==> config.mk <==
export PLATFORM = sky130hd
export DESIGN_NAME = axi_wr_arb_flat
export DESIGN_NICKNAME = d
export VERILOG_FILES = /design/src/rtl/axi_wr_arb_if.sv /design/src/rtl/axi_wr_arb.sv /design/src/flat_wrapper.sv
export SDC_FILE = /design/constraint.sdc
export NUM_CORES = 1
export LEC_CHECK = 0
export ABC_AREA = 1
export CORE_ASPECT_RATIO = 1.75
export CORE_UTILIZATION = 38
export DETAILED_ROUTE_END_ITERATION = 6
export PLACE_DENSITY = 0.88
export SETUP_SLACK_MARGIN = 0.05
export SYNTH_ARGS = -nofsm -noshare
export SYNTH_HDL_FRONTEND = slang
export SYNTH_SLANG_ARGS = --single-unit
==> constraint.sdc <==
create_clock -name clk -period 4.25 [get_ports clk]
set_input_delay 0.85 -clock clk [delete_from_list [all_inputs] [get_ports clk]]
set_output_delay 0.85 -clock clk [all_outputs]
set_load 0.02 [all_outputs]
==> src/rtl/axi_wr_arb_if.sv <==
// axi_wr_arb_if: request, completion and AXI write-channel signals of the two-requester write arbiter
interface axi_wr_arb_if;
  logic [1:0]  req_valid_i;
  logic [63:0] req_addr_i;
  logic [63:0] req_data_i;
  logic [7:0]  req_strb_i;
  logic [1:0]  req_ready_o;
  logic [1:0]  done_valid_o;
  logic [1:0]  done_resp_o;
  logic [3:0]  awid_o;
  logic [31:0] awaddr_o;
  logic        awvalid_o;
  logic        awready_i;
  logic [3:0]  wid_o;
  logic [31:0] wdata_o;
  logic [3:0]  wstrb_o;
  logic        wlast_o;
  logic        wvalid_o;
  logic        wready_i;
  logic [3:0]  bid_i;
  logic [1:0]  bresp_i;
  logic        bvalid_i;
  logic        bready_o;
  modport master (
    input  req_valid_i, req_addr_i, req_data_i, req_strb_i, awready_i, wready_i, bid_i, bresp_i, bvalid_i,
    output req_ready_o, done_valid_o, done_resp_o, awid_o, awaddr_o, awvalid_o,
           wid_o, wdata_o, wstrb_o, wlast_o, wvalid_o, bready_o
  );
  modport slave (
    output req_valid_i, req_addr_i, req_data_i, req_strb_i, awready_i, wready_i, bid_i, bresp_i, bvalid_i,
    input  req_ready_o, done_valid_o, done_resp_o, awid_o, awaddr_o, awvalid_o,
           wid_o, wdata_o, wstrb_o, wlast_o, wvalid_o, bready_o
  );
endinterface

==> src/rtl/axi_wr_arb.sv <==
// axi_wr_arb: round-robin arbiter issuing single-beat AXI writes for two requesters, one outstanding at a time
module axi_wr_arb (
  input logic clk,
  input logic areset,
  axi_wr_arb_if.master bus
);
  typedef enum logic [1:0] {IDLE, SEND, RESP} state_t;
  state_t      r_state;
  logic        r_last, r_gnt, r_awvalid, r_wvalid;
  logic [31:0] r_addr, r_data;
  logic [3:0]  r_strb;
  logic        w_sel, w_acc, w_aw_hs, w_w_hs, w_b_hs;
  logic [3:0]  w_id;
  // requester 1 wins when it is alone or when requester 0 was granted last
  assign w_sel   = bus.req_valid_i[1] & (~bus.req_valid_i[0] | ~r_last);
  assign w_acc   = ~areset & (r_state == IDLE) & (|bus.req_valid_i);
  assign w_aw_hs = r_awvalid & bus.awready_i;
  assign w_w_hs  = r_wvalid & bus.wready_i;
  assign w_b_hs  = (r_state == RESP) & bus.bvalid_i;
  assign w_id    = {3'b000, r_gnt};
  assign bus.req_ready_o  = w_acc ? (w_sel ? 2'b10 : 2'b01) : 2'b00;
  assign bus.awid_o       = w_id;
  assign bus.wid_o        = w_id;
  assign bus.awaddr_o     = r_addr;
  assign bus.awvalid_o    = r_awvalid;
  assign bus.wdata_o      = r_data;
  assign bus.wstrb_o      = r_strb;
  assign bus.wlast_o      = 1'b1;
  assign bus.wvalid_o     = r_wvalid;
  assign bus.bready_o     = (r_state == RESP);
  assign bus.done_valid_o = w_b_hs ? (r_gnt ? 2'b10 : 2'b01) : 2'b00;
  assign bus.done_resp_o  = !w_b_hs ? 2'b00 : (bus.bid_i != w_id) ? 2'b10 : bus.bresp_i;
  always_ff @(posedge clk or posedge areset) begin
    if (areset) begin
      r_state   <= IDLE;
      r_last    <= 1'b1;
      r_gnt     <= 1'b0;
      r_awvalid <= 1'b0;
      r_wvalid  <= 1'b0;
      r_addr    <= '0;
      r_data    <= '0;
      r_strb    <= '0;
    end else if (w_acc) begin
      r_state   <= SEND;
      r_gnt     <= w_sel;
      r_awvalid <= 1'b1;
      r_wvalid  <= 1'b1;
      r_addr    <= w_sel ? bus.req_addr_i[63:32] : bus.req_addr_i[31:0];
      r_data    <= w_sel ? bus.req_data_i[63:32] : bus.req_data_i[31:0];
      r_strb    <= w_sel ? bus.req_strb_i[7:4] : bus.req_strb_i[3:0];
    end else if (r_state == SEND) begin
      if (w_aw_hs) r_awvalid <= 1'b0;
      if (w_w_hs) r_wvalid <= 1'b0;
      if ((~r_awvalid | w_aw_hs) & (~r_wvalid | w_w_hs)) r_state <= RESP;
    end else if (w_b_hs) begin
      r_state <= IDLE;
      r_last  <= r_gnt;
    end
  end
endmodule
==> src/flat_wrapper.sv <==
// flat-port wrapper written by rule: the top's interface ports become plain ports
module axi_wr_arb_flat 
  (clk, areset, bus_req_valid_i, bus_req_addr_i, bus_req_data_i, bus_req_strb_i, bus_awready_i, bus_wready_i, bus_bid_i, bus_bresp_i, bus_bvalid_i, bus_req_ready_o, bus_done_valid_o, bus_done_resp_o, bus_awid_o, bus_awaddr_o, bus_awvalid_o, bus_wid_o, bus_wdata_o, bus_wstrb_o, bus_wlast_o, bus_wvalid_o, bus_bready_o);
  axi_wr_arb_if bus_i ();
  input logic clk;
  input logic areset;
  input wire logic [$bits(bus_i.req_valid_i)-1:0] bus_req_valid_i;
  input wire logic [$bits(bus_i.req_addr_i)-1:0] bus_req_addr_i;
  input wire logic [$bits(bus_i.req_data_i)-1:0] bus_req_data_i;
  input wire logic [$bits(bus_i.req_strb_i)-1:0] bus_req_strb_i;
  input wire logic [$bits(bus_i.awready_i)-1:0] bus_awready_i;
  input wire logic [$bits(bus_i.wready_i)-1:0] bus_wready_i;
  input wire logic [$bits(bus_i.bid_i)-1:0] bus_bid_i;
  input wire logic [$bits(bus_i.bresp_i)-1:0] bus_bresp_i;
  input wire logic [$bits(bus_i.bvalid_i)-1:0] bus_bvalid_i;
  output wire logic [$bits(bus_i.req_ready_o)-1:0] bus_req_ready_o;
  output wire logic [$bits(bus_i.done_valid_o)-1:0] bus_done_valid_o;
  output wire logic [$bits(bus_i.done_resp_o)-1:0] bus_done_resp_o;
  output wire logic [$bits(bus_i.awid_o)-1:0] bus_awid_o;
  output wire logic [$bits(bus_i.awaddr_o)-1:0] bus_awaddr_o;
  output wire logic [$bits(bus_i.awvalid_o)-1:0] bus_awvalid_o;
  output wire logic [$bits(bus_i.wid_o)-1:0] bus_wid_o;
  output wire logic [$bits(bus_i.wdata_o)-1:0] bus_wdata_o;
  output wire logic [$bits(bus_i.wstrb_o)-1:0] bus_wstrb_o;
  output wire logic [$bits(bus_i.wlast_o)-1:0] bus_wlast_o;
  output wire logic [$bits(bus_i.wvalid_o)-1:0] bus_wvalid_o;
  output wire logic [$bits(bus_i.bready_o)-1:0] bus_bready_o;
  assign bus_i.req_valid_i = bus_req_valid_i;
  assign bus_i.req_addr_i = bus_req_addr_i;
  assign bus_i.req_data_i = bus_req_data_i;
  assign bus_i.req_strb_i = bus_req_strb_i;
  assign bus_i.awready_i = bus_awready_i;
  assign bus_i.wready_i = bus_wready_i;
  assign bus_i.bid_i = bus_bid_i;
  assign bus_i.bresp_i = bus_bresp_i;
  assign bus_i.bvalid_i = bus_bvalid_i;
  assign bus_req_ready_o = bus_i.req_ready_o;
  assign bus_done_valid_o = bus_i.done_valid_o;
  assign bus_done_resp_o = bus_i.done_resp_o;
  assign bus_awid_o = bus_i.awid_o;
  assign bus_awaddr_o = bus_i.awaddr_o;
  assign bus_awvalid_o = bus_i.awvalid_o;
  assign bus_wid_o = bus_i.wid_o;
  assign bus_wdata_o = bus_i.wdata_o;
  assign bus_wstrb_o = bus_i.wstrb_o;
  assign bus_wlast_o = bus_i.wlast_o;
  assign bus_wvalid_o = bus_i.wvalid_o;
  assign bus_bready_o = bus_i.bready_o;
  axi_wr_arb u_core (.clk(clk), .areset(areset), .bus(bus_i));
endmodule
== After elaboration in Yosys (flattened, before gate mapping) ==
Index checks and enable logic that the tools add are counted.

* Register bits: 74
* Bits in latches: 0
* Bits in writable memories: 0
* Bits in read-only memories: 0
* Bits of input ports: 149
* Output and inout bits: 86
* Logic and storage cells: 58
* Memories: 0

* Add/sub/neg operators: 0
* Multiply operators: 0
* Divide/modulo/power cells: 0
* Magnitude comparators: 0
* Eq/ne operators: 4
* Shift-type cells: 0
* Muxes and demuxes: 19
* Bitwise logic cells: 17
* Reduce and logical (&&, ||, !) cells: 10

{| class="wikitable"
|+ Operators by type and width
! cell !! count
|-
| $mux W32 || 2
|-
| $mux W2 || 10
|-
| $and A1 B1 Y1 || 7
|-
| $not A1 Y1 || 7
|-
| $mux W1 || 6
|-
| $reduce_and A2 Y1 || 3
|-
| $reduce_bool A2 Y1 || 3
|-
| $mux W4 || 1
|-
| $ne A4 B1 Y1 || 1
|-
| $ne A3 B2 Y1 const B || 1
|-
| $or A1 B1 Y1 || 3
|-
| $reduce_and A3 Y1 || 1
|-
| $reduce_bool A3 Y1 || 1
|-
| $eq A2 B1 Y1 const B || 1
|-
| $eq A2 B2 Y1 const B || 1
|-
| $logic_not A2 Y1 || 1
|-
| $reduce_or A2 Y1 || 1
|}

== Depth between registers and ports, before layout ==
* Word-level depth: 6
* Gate-level depth with buffers: 8
* Gate-level depth less buffers: 6

== Worst setup path after synthesis ==
Ideal clock, no wire load.

* Path type: input port to output port
* Start point: input port areset
* End point: output port bus_req_ready_o[1]
* Data arrival time: 3.296 ns
* Required time: 3.400 ns
* Setup slack: 0.104 ns
* Cell stages on the path: 6
* Path buffers: 1
* Path through: inv_1 -> nand3_1 -> nor2_4 -> buf_4 -> nand2_1 -> inv_1

* Cells in the longest elaborated chain, start to end: 4

{| class="wikitable"
|+ Ends and longest elaborated chain
! item !! line !! text
|-
| start: declaration || flat_wrapper.sv:6 || <nowiki>input logic areset;</nowiki>
|-
| $not A1 Y1 || axi_wr_arb.sv:16 || <nowiki>assign w_acc = ~areset & (r_state == IDLE) & (|bus.req_valid_i);</nowiki>
|-
| $and A1 B1 Y1 (2 in series) || axi_wr_arb.sv:16 ||
|-
| $mux W2 || axi_wr_arb.sv:21 || <nowiki>assign bus.req_ready_o = w_acc ? (w_sel ? 2'b10 : 2'b01) : 2'b00;</nowiki>
|-
| end: declaration || flat_wrapper.sv:16 || <nowiki>output wire logic [$bits(bus_i.req_ready_o)-1:0] bus_req_ready_o;</nowiki>
|}

No other way between the ends.

== Worst setup path after layout ==
* Start point: input port bus_req_valid_i[0]
* End point: output port bus_req_ready_o[0]

* Cells in the longest elaborated chain, start to end: 5

{| class="wikitable"
|+ Ends and longest elaborated chain
! item !! line !! text
|-
| start: declaration || flat_wrapper.sv:7 || <nowiki>input wire logic [$bits(bus_i.req_valid_i)-1:0] bus_req_valid_i;</nowiki>
|-
| $not A1 Y1 || axi_wr_arb.sv:15 || <nowiki>assign w_sel = bus.req_valid_i[1] & (~bus.req_valid_i[0] | ~r_last);</nowiki>
|-
| $or A1 B1 Y1 || axi_wr_arb.sv:15 ||
|-
| $and A1 B1 Y1 || axi_wr_arb.sv:15 ||
|-
| $mux W2 || axi_wr_arb.sv:21 ||
|-
| $mux W2 (*) || axi_wr_arb.sv:21 ||
|}

Mark *: on every way between the ends. The rest lies on a longest branch, timed or not.

==> summary.txt <==
Floorplan
  • Die area: 11000 sq um
  • Initial Utilization: 39.0%
  • Die Wd: 79.8 um
  • I/O pin count: 235
  • Die height: 138 um
  • Std cell rows: 49
  • Core area: 10300 sq um

Setup path
  • Crit path DAT: 2370 ps
  • CP Launch Type: input pin
  • FF-to-FF Start: u_core.r_last
  • Crit-path max FO: 2
  • Top Family by Delay on Critical Path: buffers and inverters
  • Critical path type: in -> out
  • Slowest stage delay, CP: 620 ps
  • Crit path launch: bus_req_valid_i[0]
  • R2R setup slack: 2520 ps
  • Cell repeated most along the worst path: clkdlybuf4s50_1
  • Worst path buffer plus inverter count: 2
  • Crit-path slowest cell: clkdlybuf4s50_1
  • Crit path capture type: output port
  • Critical path required time: 3400 ps
  • CP cell instances: clkdlybuf4s50_1 -> nor2_4 -> nand3b_1 -> nor2_1 -> clkdlybuf4s50_1

CTS
  • Post-CTS Setup Repair Bufs: 0
  • TritonCTS Buffers: 9
  • CTS tree: yes
  • Total clock sinks: 74
  • Root Buffer: clkbuf_16
  • Clock-pin slew of the registers on the worst-case setup and hold paths: 50 ps
  • # resized after CTS: 0
  • H-tree depth: 3
  • Clk buf depth: 2
  • Clock insertion delay at the later pin of the skew report: 330 ps
  • Hold Buf Count CTS: 0

Route
  • Via count: 4318
  • Iteration-0 DRC count of the detailed router: 166
  • DRC errors left: 0
  • Routed Antenna Nets: 0
  • Vias per Instance: 4.71
  • Pre-antenna DRT Iters: 5
  • Avg WL per Cell: 13.8 um
  • DRT Wirelength: 12600 um

STA
  • Final setup viols: 0
  • Final setup TNS: 0 ps
  • Clk_skew: 8.26 ps
  • Min cycle time layout: 3220 ps
  • Unrepaired setup endpoints after global routing: false
  • Final Hold Vio Count: 0
  • Timing-limited maximum frequency: 311 MHz
  • Slew HR: 37.2%
  • Period Utilization, post-route: 75.7%
  • Pins Over Slew Limit: 0
  • Worst-Margin Slew: 942 ps

Synth
  • Post-Synth Adder-Cell Area: 0%
  • Cell area after synthesis: 4020 sq um
  • Flops & latches, synth: 74
  • Simple-gate share of the synthesized area: 44.0%
  • Distinct cells, synth: 16
  • Seq/Total Area, Yosys: 46.1%
  • Mux share of post-synthesis cell area: 0%
  • Post-Syn Area per Cell: 6.91 sq um
  • Largest family of logic cells by synthesized area: simple AND/OR/NAND/NOR gates
  • Synth Area in Compound Gates: 0.498%
  • Mapped Cells: 582
  • Synth Area in XOR/XNOR: 0%
  • YS warnings: 0

Placement
  • Number of instances in the placed design: 901
  • GPL Wtd Cong: 0.879
  • Port Buf Inserts: 227
  • HPWL after detailed placement: 8610 um

Power
  • Pwr Density: 595 nW/um^2
  • Leak: 3.32 nW
  • Power, Total: 3.86 mW
  • Worst vdd ir: 415 uV

Min path
  • Worst Hold Class: reg -> reg
  • Hold Startpoint: u_core.bus.awaddr_o[27]

Finish
  • Synthesis-to-finish area growth: 61.4%
  • Final net count: 934
  • Post-route insts no fill: 916
  • Ratio of cells with drive above 1 in the final layout: 3.42%
  • Sequential Area: 1850 sq um
  • Diode count: 0
  • Multi-input gate area: 1820 sq um
  • Layout fillers: 898

GRT
  • First-pass GRT wire length: 20400 um
  • GR Util All Layers: 24.0%
  • Antenna violations before repair: 0
  • Overflow after GRT: 0
  • Vias in the first global route: 4180
  • Largest net degree at the start of global routing: 75

Status
  • Outcome: completed

Flow run
  • Total of max-cap violations: 0
sequential cells by signal, indices dropped and copies added, names as in the netlist:
signal and count:
u_core.bus.awaddr_o 32, u_core.bus.awvalid_o 1, u_core.bus.wdata_o 32, u_core.bus.wstrb_o 4, u_core.bus.wvalid_o 1, u_core.r_gnt 1, u_core.r_last 1, u_core.r_state 2
logic make-up after synthesis:
logic type | count (synthesis)
AOI/OAI and AO/OA | 4
buffers and inverters | 61
DFF | 74
other | 2
and+or+nand+nor | 441
per-layer routing:
metal	global-route usage [%]	vias up	routed length, um
li1	-	2170	-
met1	26.3	1925	4640
met2	41.5	183	6560
met3	6.14	40	816
met4	12.3	0	597
met5	0	-	0
cell usage after synthesis:
cell type | instances | area share, %
nor2_4 | 2 | 0.56
nor2_1 | 8 | 0.75
buf_4 | 15 | 2.8
nand2_1 | 356 | 33
conb_1 | 2 | 0.19
nand3b_1 | 1 | 0.19
nand2_2 | 2 | 0.31
clkbuf_1 | 7 | 0.65
nand3_1 | 72 | 9.0
dfrtp_1 | 73 | 45
o21ai_0 | 4 | 0.50
inv_1 | 15 | 1.4
buf_2 | 14 | 1.7
buf_6 | 9 | 2.5
dfstp_2 | 1 | 0.65
buf_1 | 1 | 0.093
layout make-up:
type	instances	area share, %
Clock buffer	14	4.38
Multi-Input combinational cell	452	28.0
Tap cell	127	2.45
Clock inverter	1	0.116
Sequential cell	74	28.6
Inverter	15	0.887
Timing Repair Buffer	233	35.6
worst reg2reg max path, stage by stage (launching register included):
cell	delay, ps
dfstp_2	550
nand2_2	60
nand2_2	60
buf_4	580
nand2_1	150
nand2_1	120
nand2_1	60
nand2_1	90
report_power, final:
part / internal [mW] / switching [mW] / total [mW] / leakage [nW]
Sequential: 1.02 / 0.178 / 1.20 / 0.929
Clock: 0.456 / 0.272 / 0.728 / 0.141
Combinational: 0.861 / 1.07 / 1.93 / 2.25
layout by cell type, fill, tap and decap left out, types with 2 or more instances in the layout:
cell type / synthesis / final
buf_4: 15 / 6
inv_1: 15 / 14
dfrtp_1: 73 / 73
o21ai_0: 4 / 4
nor2_4: 2 / 2
conb_1: 2 / 7
nor2_1: 8 / 8
nand3_1: 72 / 72
clkbuf_16: 0 / 9
clkbuf_8: 0 / 4
clkdlybuf4s50_1: 0 / 226
nand2_2: 2 / 2
nand2_1: 356 / 356
per-stage QoR:
step / util, % / hold slack (ps) / instance area (sq um) / worst slack [ps]
3_3_place_gp: 60.2 / 453 / 6200 / 1050
4_1_cts: 63.0 / 470 / 6490 / 1030
2_1_floorplan: - / 476 / 4040 / 104
3_5_place_dp: 60.2 / 457 / 6200 / 1050
5_1_grt: 63.0 / 485 / 6490 / 958
6_report: 63.0 / 468 / 6490 / 1030
worst paths after layout:
path / cells after the start / endpoint
min in group asynchronous: 3 / u_core.r_state[0]
hold reg to reg: 2 / u_core.bus.awaddr_o[27]
setup reg to reg: 7 / u_core.bus.awaddr_o[1]
setup / recovery: 5 / bus_req_ready_o[0]
max in group asynchronous: 3 / u_core.bus.wdata_o[24]
hold / removal: 2 / u_core.bus.awaddr_o[27]
(Power assumes the default switching activity.)
